**config.mk**
```make
export PLATFORM = sky130hd
export DESIGN_NAME = em_exc_pipe_reg
export DESIGN_NICKNAME = d
export VERILOG_FILES = /design/src/rtl/em_exc_pipe_reg.sv
export SDC_FILE = /design/constraint.sdc
export NUM_CORES = 1
export LEC_CHECK = 0
export CORE_ASPECT_RATIO = 0.5
export CORE_MARGIN = 2
export CORE_UTILIZATION = 30
export CTS_BUF_LIST = sky130_fd_sc_hd__clkbuf_8 sky130_fd_sc_hd__clkbuf_16
export DETAILED_ROUTE_END_ITERATION = 8
export GPL_TIMING_DRIVEN = 0
export PLACE_DENSITY_LB_ADDON = 0.12
export RECOVER_POWER = 100
export SYNTH_ARGS = -nofsm -noshare
export SYNTH_HDL_FRONTEND = slang
export SYNTH_SLANG_ARGS = --single-unit
```
**constraint.sdc**
```tcl
create_clock -name clk -period 9.2 [get_ports clk]
set_input_delay 0.92 -clock clk [delete_from_list [all_inputs] [get_ports clk]]
set_output_delay 0.92 -clock clk [all_outputs]
set_load 0.005 [all_outputs]
```
**src/rtl/em_exc_pipe_reg.sv**
```systemverilog
// rtl/em_exc_pipe_reg.sv - E->M pipeline register with exception code, bubble and CP0 flush handling
//
// Purpose:
//   Carries the merged E-stage exception code plus PC/BD/instruction and datapath
//   fields into the M stage. A CP0 request flushes M and loads the redirect PC.
//   A held M stage freezes everything. An E stall inserts a bubble that still
//   carries PC/BD, so an interrupt taken on the bubble captures the right EPC/BD.
//
// Ports:
//   clk, reset          rising-edge clock, asynchronous active-high reset
//   req, req_pc         CP0 flush request and the PC to load into m_pc on flush
//   e_stall             E stalled: bubble into M
//   m_hold              M frozen: all M registers keep their value
//   e_exc_code ..       E-stage fields (exception code, pc, bd, instr, alu_out,
//   e_mem_we            rt_data, wa, wr_en, mem_we)
//   m_exc_code ..       registered copies of the E fields
//   m_mem_we
//   m_valid             M holds a real instruction
//   m_exc_pend          m_valid and a non-zero m_exc_code
module em_exc_pipe_reg #(
   parameter int unsigned      DW       = 32,
   parameter logic [DW-1:0]    PC_RESET = 32'h0000_3000
) (
   input  logic          clk,
   input  logic          reset,
   input  logic          req,
   input  logic [DW-1:0] req_pc,
   input  logic          e_stall,
   input  logic          m_hold,
   input  logic [4:0]    e_exc_code,
   input  logic [DW-1:0] e_pc,
   input  logic          e_bd,
   input  logic [DW-1:0] e_instr,
   input  logic [DW-1:0] e_alu_out,
   input  logic [DW-1:0] e_rt_data,
   input  logic [4:0]    e_wa,
   input  logic          e_wr_en,
   input  logic          e_mem_we,
   output logic [4:0]    m_exc_code,
   output logic [DW-1:0] m_pc,
   output logic          m_bd,
   output logic [DW-1:0] m_instr,
   output logic [DW-1:0] m_alu_out,
   output logic [DW-1:0] m_rt_data,
   output logic [4:0]    m_wa,
   output logic          m_wr_en,
   output logic          m_mem_we,
   output logic          m_valid,
   output logic          m_exc_pend
);

   // A faulting instruction must not write the register file or memory.
   logic eHasExc;
   assign eHasExc = (e_exc_code != 5'd0);

   always_ff @(posedge clk or posedge reset) begin
      if (reset) begin
         m_pc       <= PC_RESET;
         m_bd       <= 1'b0;
         m_exc_code <= 5'd0;
         m_instr    <= '0;
         m_alu_out  <= '0;
         m_rt_data  <= '0;
         m_wa       <= 5'd0;
         m_wr_en    <= 1'b0;
         m_mem_we   <= 1'b0;
         m_valid    <= 1'b0;
      end else if (req) begin
         // Flush wins over hold and stall: M becomes an empty slot at the redirect PC.
         m_pc       <= req_pc;
         m_bd       <= 1'b0;
         m_exc_code <= 5'd0;
         m_instr    <= '0;
         m_alu_out  <= '0;
         m_rt_data  <= '0;
         m_wa       <= 5'd0;
         m_wr_en    <= 1'b0;
         m_mem_we   <= 1'b0;
         m_valid    <= 1'b0;
      end else if (!m_hold) begin
         // PC/BD advance for bubbles as well as real instructions.
         m_pc <= e_pc;
         m_bd <= e_bd;
         if (e_stall) begin
            m_exc_code <= 5'd0;
            m_instr    <= '0;
            m_alu_out  <= '0;
            m_rt_data  <= '0;
            m_wa       <= 5'd0;
            m_wr_en    <= 1'b0;
            m_mem_we   <= 1'b0;
            m_valid    <= 1'b0;
         end else begin
            m_exc_code <= e_exc_code;
            m_instr    <= e_instr;
            m_alu_out  <= e_alu_out;
            m_rt_data  <= e_rt_data;
            m_wa       <= e_wa;
            m_wr_en    <= e_wr_en  & ~eHasExc;
            m_mem_we   <= e_mem_we & ~eHasExc;
            m_valid    <= 1'b1;
         end
      end
   end

   assign m_exc_pend = m_valid & (m_exc_code != 5'd0);

endmodule
```
==> key figures <==
Clocking
  • CTS resizes: 0
  • Worst skew pair latency: 0.40 ns
  • Clk root buf: clkbuf_16
  • CTS H-tree lvls: 4
  • Hold Buf Count CTS: 0
  • Post-CTS setup buffer count: 0
  • CTS tree: done
  • Clock Path Buffers: 2
  • Clock-pin slew on the worst setup and hold paths: 0.06 ns
  • Clock Sinks: 142
  • TritonCTS buffer count: 17

Global routing
  • Initial antenna violation count: 0
  • First-pass GRT wire length: 26,000 um
  • Vias in the first global route: 4,761
  • Gr ovfl total: 0
  • Largest net degree at the start of global routing: 94
  • Gr usage total: 0.178

Layout
  • Antenna cell count: 0
  • Fillers: 1,544
  • Area of the multi-input gates: 0.00161 mm2
  • Finished Core Util: 0.541
  • Fraction of layout cells with a size suffix above 1: 0.0660
  • Fin nets: 907
  • Area growth syn-to-layout: 76.4%
  • Sequential cell area: 0.00356 mm2

Pwr
  • Max VDD drop: 0.130 mV
  • Switching power total: 0.365 mW
  • Total Power: 1.58 mW
  • Switching share of total power: 0.231
  • Internal: 1.22 mW
  • Power density cells: 168 mW/mm2
  • Clock network fraction of total power: 0.441
  • Combinational share of power: 0.134
  • Flop pwr share: 0.425
  • Leak Pwr: 4.55 nW

Logic synthesis
  • Synth Instances: 390
  • EDFF count, synth: 0
  • Yosys cell types: 19
  • Yosys Warn Count: 0
  • Post-Syn Area: 0.00535 mm2
  • Syn nets: 568
  • Ys flop type: dfrtp_1
  • Mapped Avg Cell Area: 13.7 um2
  • Async SR Flop Fraction: 1.00
  • Sequential area share after synthesis: 0.664
  • Flops & latches, synth: 142

Worst setup path
  • Reg2reg start: m_pc[13]$_DFFE_PP1P_
  • Reg2reg end: m_pc[13]$_DFFE_PP1P_
  • Crit Path Max Fanout: 10
  • Crit path required time: 9.54 ns
  • Critical path depth: 5
  • Largest stage delay, worst path: 1.02 ns
  • Critical path startpoint: req
  • Setup crit start kind: input port
  • Crit path DAT: 3.65 ns
  • Crit-path cells: dlygate4sd3_1 > nor3_1 > clkbuf_1 > clkbuf_1 > a22o_1
  • Most frequent CP cell: clkbuf_1
  • Setup crit end kind: flip-flop
  • Crit-path leading delay family: buffers and inverters
  • Critical Path Sink: m_alu_out[13]$_DFFE_PP0P_
  • Reg2reg setup slack: 8.37 ns
  • Critical path class: input port to flip-flop
  • Critical path buffer and inverter count: 3
  • Reg2Reg Depth: 2
  • CP max-delay cell: nor3_1

Timing
  • Final hold viol count: 0
  • Fin crit period: 3.32 ns
  • Worst Tran Pin Value: 2.29 ns
  • Pins Over Slew Limit: 50
  • Rel. slew slack: -0.536
  • Setup slack after layout: 5.88 ns
  • Sum of negative setup slack: 0 ns
  • RSZ-0062 raised after global routing: no
  • # setup viols final: 0
  • Final period utilization: 0.361
  • Fin Hold WS: 0.494 ns
  • Max Clock Freq: 301 MHz
  • Fin Clk Skew: 0 ns

Routing
  • 1st-pass router iterations: 4
  • Drc violations: 0
  • Detailed router's first-iteration violation count: 209
  • Routed Wire Length: 17,100 um
  • Remaining antenna violation count after routing: 0
  • Vias: 4,528
  • Drt wl/cell: 17.5 um
  • Via density: 4.64

Place
  • Place WS: 6.43 ns
  • Routability congestion estimate: 0.733
  • Detailed placement HPWL: 12,500 um
  • I/O Buffers: 319

Floorplan
  • Die height: 98.5 um
  • Ports: 321
  • Rows: 34
  • Initial core utilization: 0.307
  • Total core area: 0.0174 mm2
  • Die W: 193 um
  • Die area: 0.0190 mm2

Run status
  • Failing checks: capacitance limit, slew limit
  • Outcome: complete, but fails checks

Run
  • Max_cap viols: 1

Hold path
  • Type of the tightest min-delay check: flip-flop to flip-flop
## logic make-up after synthesis
group	Yosys count	synth area share
AO/OA/AOI/OAI	142	0.210
buffers and inverters	35	0.0330
multiplexers	33	0.0617
flip-flops	142	0.664
AND/OR/NAND/NOR	38	0.0311
## per-layer routing
metal	routed length, um	up-vias	part of all wire	global-route usage
met3	1130	17	0.066	0.0527
met2	8480	146	0.50	0.303
li1	-	2139	-	-
met5	0	-	0	0
met1	7170	2226	0.42	0.219
met4	273	0	0.016	0.0548
## power by group through the flow
stage | Combinational (mW) | Sequential (mW) | Clock, mW
after floorplan | 0.0619 | 0.686 | 0
after global placement | 0.225 | 0.684 | 0
after detailed placement | 0.229 | 0.684 | 0
after CTS | 0.230 | 0.674 | 0.716
after global routing | 0.231 | 0.676 | 0.744
final | 0.212 | 0.672 | 0.698
## worst min-delay path by stage
| stage | start | to | slack, ns | cells after the start |
|---|---|---|---|---|
| global placement | m_wr_en$_DFFE_PP0P_ | m_wr_en$_DFFE_PP0P_ | 0.48 | 1 |
| global route | m_alu_out[13]$_DFFE_PP0P_ | m_alu_out[13]$_DFFE_PP0P_ | 0.51 | 1 |
| finish | m_wr_en$_DFFE_PP0P_ | m_wr_en$_DFFE_PP0P_ | 0.49 | 1 |
| detailed placement | m_mem_we$_DFFE_PP0P_ | m_mem_we$_DFFE_PP0P_ | 0.49 | 1 |
| floorplan | m_mem_we$_DFFE_PP0P_ | m_mem_we$_DFFE_PP0P_ | 0.49 | 1 |
| CTS | m_mem_we$_DFFE_PP0P_ | m_mem_we$_DFFE_PP0P_ | 0.50 | 1 |
## worst register-to-register path: stages (launching register included)
cell	delay (ns)
dfstp_2	0.53
mux2i_1	0.06
o21ai_0	0.17
## cells in the final DEF, fill, tap and decap left out, types with 2 or more instances in the layout
cell,count
a32o_1,2
nor4_1,2
clkbuf_16,17
clkdlybuf4s50_1,174
o21ai_0,32
dlygate4sd3_1,145
inv_1,3
buf_6,2
bufinv_16,3
buf_2,14
clkinv_4,3
dfstp_2,2
dfrtp_1,140
nand2_1,32
clkinvlp_4,3
mux2i_1,33
inv_6,2
clkbuf_1,18
a22o_1,106
## cells in the mapped netlist (all sizes together) (2+ instances only)
| cell type | count | share of area |
|---|---|---|
| a22o | 106 | 0.17 |
| a32o | 2 | 0.0037 |
| buf | 20 | 0.022 |
| clkbuf | 14 | 0.0098 |
| dfrtp | 140 | 0.65 |
| dfstp | 2 | 0.0098 |
| mux2i | 33 | 0.062 |
| nand2 | 32 | 0.022 |
| nor4 | 2 | 0.0023 |
| o21ai | 32 | 0.030 |
## stage by stage
stage | cells | area (um2)
6_report | 976 | 9440
5_1_grt | 976 | 9440
4_1_cts | 976 | 9470
3_5_place_dp | 944 | 8870
3_3_place_gp | 943 | 8840
2_1_floorplan | 390 | 5350
## cell type report
cell class | count | share of cell area
flip-flops and latches | 142 | 0.377
plain buffers | 34 | 0.0170
multi-input cells | 213 | 0.170
repair buffers | 320 | 0.341
clock inverters | 15 | 0.0183
well taps | 234 | 0.0310
inverters | 1 | 0.000530
clock buffers | 17 | 0.0451
## sequential cells by signal, indices dropped and copies added, names as in the netlist
register    count
m_bd            1
m_mem_we        1
m_alu_out      32
m_pc           32
m_exc_code      5
m_valid         1
m_wa            5
m_instr        32
m_wr_en         1
m_rt_data      32
Note: power is estimated with default switching activity, not from simulation.
